<file path="src/rtl/mod_tbase.sv">
// mod_tbase: timebase and parameter sequencer feeding mod_dds.
// Queues pulse descriptors (parameter word + sample length). It plays them in order,
// driving the word on m_mem_dout and a 0..len-1 ramp on m_t. Pulses are chained
// back-to-back with no gap cycles.
//
// Ports:
//   clk, rst      clock, synchronous active-high reset
//   s_valid/s_ready/s_data/s_len   descriptor input handshake (s_len == 0 is dropped)
//   s_rep         (MOD_TBASE_REPEAT_EN only) replay this entry while the queue is empty
//   m_mem_dout    parameter word to mod_dds
//   m_t           time base to mod_dds t_in
//   m_en          current sample valid
//   done          one-cycle pulse on the last sample of each pulse
//   busy          playing or queue non-empty (registered from previous-cycle state)
//   drop_cnt      saturating count of discarded zero-length descriptors
//
// Optional feature macro: MOD_TBASE_REPEAT_EN (adds s_rep and pulse replay).
module mod_tbase #(
  parameter int unsigned BT    = 16,
  parameter int unsigned DW    = 256,
  parameter int unsigned DEPTH = 4
) (
  input  logic          clk,
  input  logic          rst,
  input  logic          s_valid,
  output logic          s_ready,
  input  logic [DW-1:0] s_data,
  input  logic [BT-1:0] s_len,
`ifdef MOD_TBASE_REPEAT_EN
  input  logic          s_rep,
`endif
  output logic [DW-1:0] m_mem_dout,
  output logic [BT-1:0] m_t,
  output logic          m_en,
  output logic          done,
  output logic          busy,
  output logic [7:0]    drop_cnt
);

  localparam int unsigned AW = (DEPTH > 1) ? $clog2(DEPTH) : 1;
  localparam logic [AW:0]   CntOne = (AW+1)'(1);
  localparam logic [AW:0]   CntMax = (AW+1)'(DEPTH);
  localparam logic [AW-1:0] PtrOne = AW'(1);
  localparam logic [BT-1:0] TOne   = BT'(1);

  typedef enum logic {StIdle, StRun} state_e;

  state_e        r_state;
  logic [DW-1:0] r_mem_data [DEPTH];
  logic [BT-1:0] r_mem_len  [DEPTH];
  logic [AW-1:0] r_wptr, r_rptr;
  logic [AW:0]   r_count;
  logic          r_ready;
  logic [DW-1:0] r_dout;
  logic [BT-1:0] r_len;
  logic [BT-1:0] r_t;
  logic          r_en;
  logic          r_done;
  logic          r_busy;
  logic [7:0]    r_drop;

  logic          w_push, w_drop, w_nempty, w_pop, w_rep;
  logic [AW:0]   w_count_nxt;

`ifdef MOD_TBASE_REPEAT_EN
  logic          r_mem_rep [DEPTH];
  logic          r_rep;
  assign w_rep = r_rep;
`else
  assign w_rep = 1'b0;
`endif

  assign w_push   = s_valid && r_ready && (s_len != '0);
  assign w_drop   = s_valid && r_ready && (s_len == '0);
  assign w_nempty = (r_count != '0);
  // r_done marks the last sample of the running pulse, so it doubles as the pulse-end flag.
  assign w_pop    = w_nempty && ((r_state == StIdle) || ((r_state == StRun) && r_done));

  always_comb begin
    w_count_nxt = r_count;
    if (w_push && !w_pop) begin
      w_count_nxt = r_count + CntOne;
    end else if (!w_push && w_pop) begin
      w_count_nxt = r_count - CntOne;
    end
  end

  // Queue storage needs no reset; the pointers and count define validity.
  always_ff @(posedge clk) begin
    if (w_push) begin
      r_mem_data[r_wptr] <= s_data;
      r_mem_len[r_wptr]  <= s_len;
`ifdef MOD_TBASE_REPEAT_EN
      r_mem_rep[r_wptr]  <= s_rep;
`endif
    end
  end

  always_ff @(posedge clk) begin
    if (rst) begin
      r_state <= StIdle;
      r_wptr  <= '0;
      r_rptr  <= '0;
      r_count <= '0;
      r_ready <= 1'b0;
      r_dout  <= '0;
      r_len   <= '0;
      r_t     <= '0;
      r_en    <= 1'b0;
      r_done  <= 1'b0;
      r_busy  <= 1'b0;
      r_drop  <= '0;
`ifdef MOD_TBASE_REPEAT_EN
      r_rep   <= 1'b0;
`endif
    end else begin
      r_count <= w_count_nxt;
      r_ready <= (w_count_nxt < CntMax);
      r_busy  <= r_en || w_nempty;
      if (w_push) r_wptr <= r_wptr + PtrOne;
      if (w_drop && (r_drop != 8'hff)) r_drop <= r_drop + 8'd1;

      if (w_pop) begin
        // Load the head descriptor; covers both idle start and gapless chaining.
        r_rptr  <= r_rptr + PtrOne;
        r_state <= StRun;
        r_dout  <= r_mem_data[r_rptr];
        r_len   <= r_mem_len[r_rptr];
        r_t     <= '0;
        r_en    <= 1'b1;
        r_done  <= (r_mem_len[r_rptr] == TOne);
`ifdef MOD_TBASE_REPEAT_EN
        r_rep   <= r_mem_rep[r_rptr];
`endif
      end else if (r_state == StRun) begin
        if (!r_done) begin
          r_t    <= r_t + TOne;
          r_done <= ((r_t + TOne) == (r_len - TOne));
        end else if (w_rep) begin
          r_t    <= '0;
          r_done <= (r_len == TOne);
        end else begin
          r_state <= StIdle;
          r_t     <= '0;
          r_en    <= 1'b0;
          r_done  <= 1'b0;
        end
      end
    end
  end

  assign s_ready    = r_ready;
  assign m_mem_dout = r_dout;
  assign m_t        = r_t;
  assign m_en       = r_en;
  assign done       = r_done;
  assign busy       = r_busy;
  assign drop_cnt   = r_drop;

endmodule

</file>
<file path="config.mk">
export PLATFORM = sky130hd
export DESIGN_NAME = mod_tbase
export DESIGN_NICKNAME = d
export VERILOG_FILES = /design/src/rtl/mod_tbase.sv
export SDC_FILE = /design/constraint.sdc
export NUM_CORES = 1
export LEC_CHECK = 0
export CORE_UTILIZATION = 51
export DETAILED_ROUTE_END_ITERATION = 6
export PLACE_DENSITY = 0.76
export SYNTH_ARGS = -nofsm -noshare
export SYNTH_HDL_FRONTEND = slang
export SYNTH_SLANG_ARGS = --single-unit
</file>
<file path="constraint.sdc">
create_clock -name clk -period 10.2 [get_ports clk]
set_input_delay 2.55 -clock clk [delete_from_list [all_inputs] [get_ports clk]]
set_output_delay 2.55 -clock clk [all_outputs]
set_load 0.02 [all_outputs]
</file>
Word-level counts from Yosys, hierarchy flattened

Memory sizes are Yosys's and may differ from the RTL's. A register that Yosys moved wholly into a read port is not among the register bits.
Index checks and enable logic that the tools add are counted.

$add $sub $neg: 7
Order comparisons: 1
Equality and inequality tests: 3
Multiplexer cells: 16
Bitwise logic cells: 1
Reduce and logical (&&, ||, !) cells: 19

Operator list:

| cell                    | number |
|---|---|
| $add A16 B1 Y16 const B | 1 |
| $eq A16 B1 Y1 const B   | 1 |
| $eq A16 B16 Y1          | 1 |
| $logic_not A16 Y1       | 1 |
| $mux W16                | 1 |
| $reduce_bool A16 Y1     | 1 |
| $sub A16 B1 Y16 const B | 1 |
| $mux W1                 | 11 |
| $add A8 B1 Y8 const B   | 1 |
| $logic_and A1 B1 Y1     | 8 |
| $ne A8 B8 Y1 const B    | 1 |
| $mux W3                 | 2 |
| $add A2 B1 Y2 const B   | 2 |
| $mux W2                 | 2 |
| $reduce_bool A2 Y1      | 2 |
| $add A3 B1 Y3 const B   | 1 |
| $lt A3 B3 Y1 const B    | 1 |
| $reduce_bool A3 Y1      | 1 |
| $sub A3 B1 Y3 const B   | 1 |
| $logic_not A1 Y1        | 2 |
| $logic_or A1 B1 Y1      | 2 |
| $reduce_and A2 Y1       | 1 |
| $reduce_or A2 Y1        | 1 |
| $not A1 Y1              | 1 |

Register bits after elaboration: 52
Bits in writable memories: 1,088
Input bits: 275
Output and inout bits: 284
Word-level logic and storage cells: 60
Memories kept: 2

Memory list:

| memory     | words | width | rd ports | clocked after Yosys merged registers in | wr ports | RTL line | text |
|---|---|---|---|---|---|---|---|
| r_mem_data | 4     | 256   | 1        | 1                                       | 1        | 49       | `logic [DW-1:0] r_mem_data [DEPTH];` |
| r_mem_len  | 4     | 16    | 1        | 1                                       | 1        | 50       | `logic [BT-1:0] r_mem_len [DEPTH];` |

Logic depth before layout (Yosys ltp)

Word-level depth: 7
Depth in mapped cells: 12
Mapped depth without buffers: 10

Worst setup path after synthesis

No wires, ideal clock.

Path kind: input to register
Start point: input port s_len[0]
End point: memory r_mem_data[1][0] (enable)
Setup time: 0.668 ns
Arrival: 9.266 ns
Required time: 9.532 ns
Path slack: 0.266 ns
Stages: 5
Buffers on the path: 1
Cells stage by stage: nor4_1 -> nand4_1 -> nor2b_1 -> clkbuf_1 -> and2_1

Longest elaborated chain between the ends: 4

Ends and longest elaborated chain:

| what                          | RTL line | text |
|---|---|---|
| start, declared               | 28       | `input logic [BT-1:0] s_len,` |
| $reduce_bool A16 Y1           | 73       | `assign w_push = s_valid && r_ready && (s_len != '0);` |
| $logic_and A1 B1 Y1           | 73       |  |
| via w_push                    | 62       | `logic w_push, w_drop, w_nempty, w_pop, w_rep;` |
| $mux W1                       | 90       | `if (w_push) begin` |
| $mux W1 (not written as such) | 91       | `r_mem_data[r_wptr] <= s_data;` |
| end, declared                 | 49       |  |

The timed path passes the listed nets, and every way through them passes these cells.

Final worst setup path

Start point: input port s_len[1]
End point: memory r_mem_data[1][73] (enable)

Longest elaborated chain between the ends: 4

Ends and longest elaborated chain:

| what                          | RTL line |
|---|---|
| $reduce_bool A16 Y1           | 73 |
| $logic_and A1 B1 Y1           | 73 |
| $mux W1                       | 90 |
| $mux W1 (not written as such) | 91 |

Every way passes these cells.

==> results.md <==
* Status: complete, no violations
* Clk slew on worst S/H paths at 60 ps
* Clock skew at 34.4 ps
* Total number of vias at 27500
* Hold slack final at 452 ps
* Layout filler cell count at 6785
* Syn avg cell area at 17.4 um^2
* Hold path endpoint: m_mem_dout[164]
* Max VDD drop at 0.501 mV
* Reg2Reg Setup Slack at 6290 ps
* Final setup violation count at 0
* Post-Syn Nets at 3200
* Post-route DRC at 0
* Total GRT Usage at 22.7%
* Final Power at 17.8 mW
* Die boundary height at 318 um
* Sequential cell area at 0.0389 mm^2
* H-tree Lvls at 4
* DR vias/cell at 5.63
* Mapped Cells at 2913
* PostCTS Resize Cnt at 0
* Overflow after GRT at 0
* CTS Sinks at 1398
* Cell depth of the worst hold path at 2
* Port bufs at 558
* Crit path time final at 5520 ps
* GP Congestion at 0.813
* Synthesized cell area at 0.0508 mm^2
* Fmax at 0.181 GHz
* Antenna-violating nets left at 0
* Req. time, crit path at 10540 ps
* Depth of the most critical reg-to-reg path at 9
* Final hold vios at 0
* Kind of critical path: in2reg
* Max incr delay on CP at 810 ps
* Worst-Skew Late Latency at 740 ps
* Cts bufs inserted at 139
* Top cells by area, synth: edfxtp_1, dfxtp_1, mux4_2, nand2_1, a21oi_1
* Worst R2R Start: done
* CP arrival at 5860 ps
* Fin util at 63.5%
* Area of the multi-input gates at 0.0113 mm^2
* Max-cap violations at 0
* Die area at 0.101 mm^2
* Sequential area share after synthesis at 76.5%
* Initial antenna violation count at 35
* Worst-Margin Slew at 1180 ps
* Ys Warns at 0
* Area Overhead vs Synth at 23.1%
* Netlist cell types at 53
* Critical path endpoint category: flip-flop
* RSZ-0062 raised after global routing: false
* Crit share post-route at 54.1%
* Leak Pwr at 20.0 nW
* Core area at 0.0986 mm^2
* CTS tree: yes
* EDFF count, synth at 1088
* Pin count of the biggest net entering global routing at 157
* Die X at 318 um
* Worst Hold Launch: m_mem_dout[164]
* Critical R2R Capture: r_count[2]
* Hold WC Path Type: reg2reg
* Hold-fix buffers, CTS at 0
* Slew Limit Headroom at 21.1%
* Synth top area share at 64.3%
* Total setup buffers inserted after CTS at 0
* Total wire length at 115 mm
* Initial Util at 51.6%
* CTS max path bufs at 3
* CP startpoint kind: input port
* DP Worst Slack at 3910 ps
* DRT iter0 DRCs at 2152
* Clk root buf: clkbuf_16
* Share of cells above drive strength 1 at 14.8%
* First-pass DRT Iterations at 7
* Final worst setup slack at 4680 ps
* DP HPWL at 66.2 mm
* Vias in the first global route at 27700
* Slowest cell on crit path: and2_4
* Crit path max fanout at 144
* Total negative slack at 0 ps
* Pins Over Slew Limit at 0
* Most used DFF post-synth: edfxtp_1
* First-pass GRT wire length at 172 mm
* Asr flop ratio synth at 0%
* Nets at 3755
* Leading area contributor after synthesis: edfxtp_1
* Wire per inst at 23.5 um
* Crit path cell chain: clkdlybuf4s50_1 -> nor4_1 -> nand4_1 -> nor2b_1 -> and2_4 -> buf_12
* Power Dens Cells at 284 mW/mm^2
* FF+latch count, synth at 1398
* FP Rows at 115
* I/O pins at 559
routing by layer:
layer / vias to the layer above / GRT usage, % / wire [um]
li1: 12300 / - / -
met4: 26 / 11.1 / 4420
met5: - / 0 / 161
met2: 974 / 37.5 / 59100
met3: 241 / 5.02 / 8040
met1: 14000 / 28.5 / 43200
kinds of logic (layout without fill, tap and decap cells):
| logic type | count (synthesis) | after routing | synth area share (%) |
|---|---|---|---|
| flip-flops | 1398 | 1398 | 76.5 |
| AND/OR/NAND/NOR | 682 | 682 | 5.46 |
| other | 0 | 23 | 0 |
| multiplexers | 284 | 284 | 12.3 |
| adder cells (fa/ha/maj) | 12 | 12 | 0.295 |
| XOR/XNOR | 44 | 44 | 0.815 |
| AO/OA/AOI/OAI | 313 | 313 | 3.25 |
| buffers and inverters | 180 | 846 | 1.41 |
final cells by class:
class                   instances  share of cell area, %
inverters                      13                 0.0900
flip-flops and latches       1398                   62.1
clock inverters                62                   1.35
diodes                         23                 0.0920
repair buffers                581                   9.41
multi-input cells            1335                   18.0
clock buffers                 190                   6.36
well taps                    1287                   2.57
cells in the final DEF (no fill, tap or decap), types with 3 or more instances in the layout:
master / n
nand2_1: 558
nor4_1: 10
clkbuf_8: 16
and2_4: 4
buf_4: 13
dfxtp_1: 308
nand4_1: 10
nand3_1: 9
clkinv_8: 3
clkinv_1: 10
bufinv_16: 19
xor2_1: 16
buf_12: 10
clkinvlp_4: 5
o21ai_0: 5
nor2_1: 38
clkinv_2: 19
nor2b_1: 3
nor3_1: 15
inv_6: 4
mux4_2: 272
diode_2: 23
clkbuf_1: 28
and2_1: 11
ha_1: 12
xnor2_1: 26
clkdlybuf4s50_1: 557
mux2i_1: 11
and3_1: 4
edfxtp_1: 1088
clkbuf_16: 146
inv_1: 11
a21oi_1: 284
or3_1: 3
o2bb2ai_1: 7
registers in the layout, indices dropped and copies added (netlist names), 2 cells and up, named ones only:
name        flops
m_t            16
m_mem_dout    256
r_wptr          2
r_mem_data   1024
r_len          16
r_rptr          2
r_count         3
r_mem_len      64
drop_cnt        8
critical path, delay by kind of cell:
family,cells,cell delay [ps]
buf+inv,2,1180
simple gates,4,1840
metrics by stage:
stage	cell area, um^2	instances
2_1_floorplan	50800	2913
4_1_cts	62500	4866
3_3_place_gp	57700	4614
6_report	62600	4889
5_1_grt	62600	4887
3_5_place_dp	57700	4614
report_power, final:
part / total, mW / leakage, nW / switching [mW] / internal (mW)
Clock: 5.32 / 2.35 / 2.10 / 3.22
Combinational: 4.99 / 5.20 / 2.79 / 2.20
Sequential: 7.48 / 12.4 / 0.519 / 6.96
cell usage after synthesis (3+ instances only):
master and number:
edfxtp_1 1088, buf_2 4, xor2_1 16, nor3_1 15
a21oi_1 284, nand4_1 10, or3_1 3, mux2i_1 11
and3_1 4, nor4_1 10, mux4_2 272, dfxtp_1 310
o2bb2ai_1 7, o21ai_0 5, ha_1 12, buf_1 35
nand2_1 559, nand3_1 9, and2_1 15, nor2_1 38
inv_1 12, clkbuf_1 125, nor2b_1 3, xnor2_1 26
how the worst max path moves through the flow:
stage | start | endpoint | slack (ps) | cells past startpoint
after floorplan | s_len[0] | r_mem_data[1][0] | 270 | 5
after CTS | s_len[1] | r_mem_data[1][112] | 4700 | 6
after global routing | s_len[1] | r_mem_data[1][66] | 4500 | 6
final | s_len[1] | r_mem_data[1][73] | 4680 | 6
after global placement | s_len[1] | r_mem_data[1][164] | 3910 | 6
after detailed placement | s_len[1] | r_mem_data[1][170] | 3910 | 6
Power figures use the tool's default switching activity.
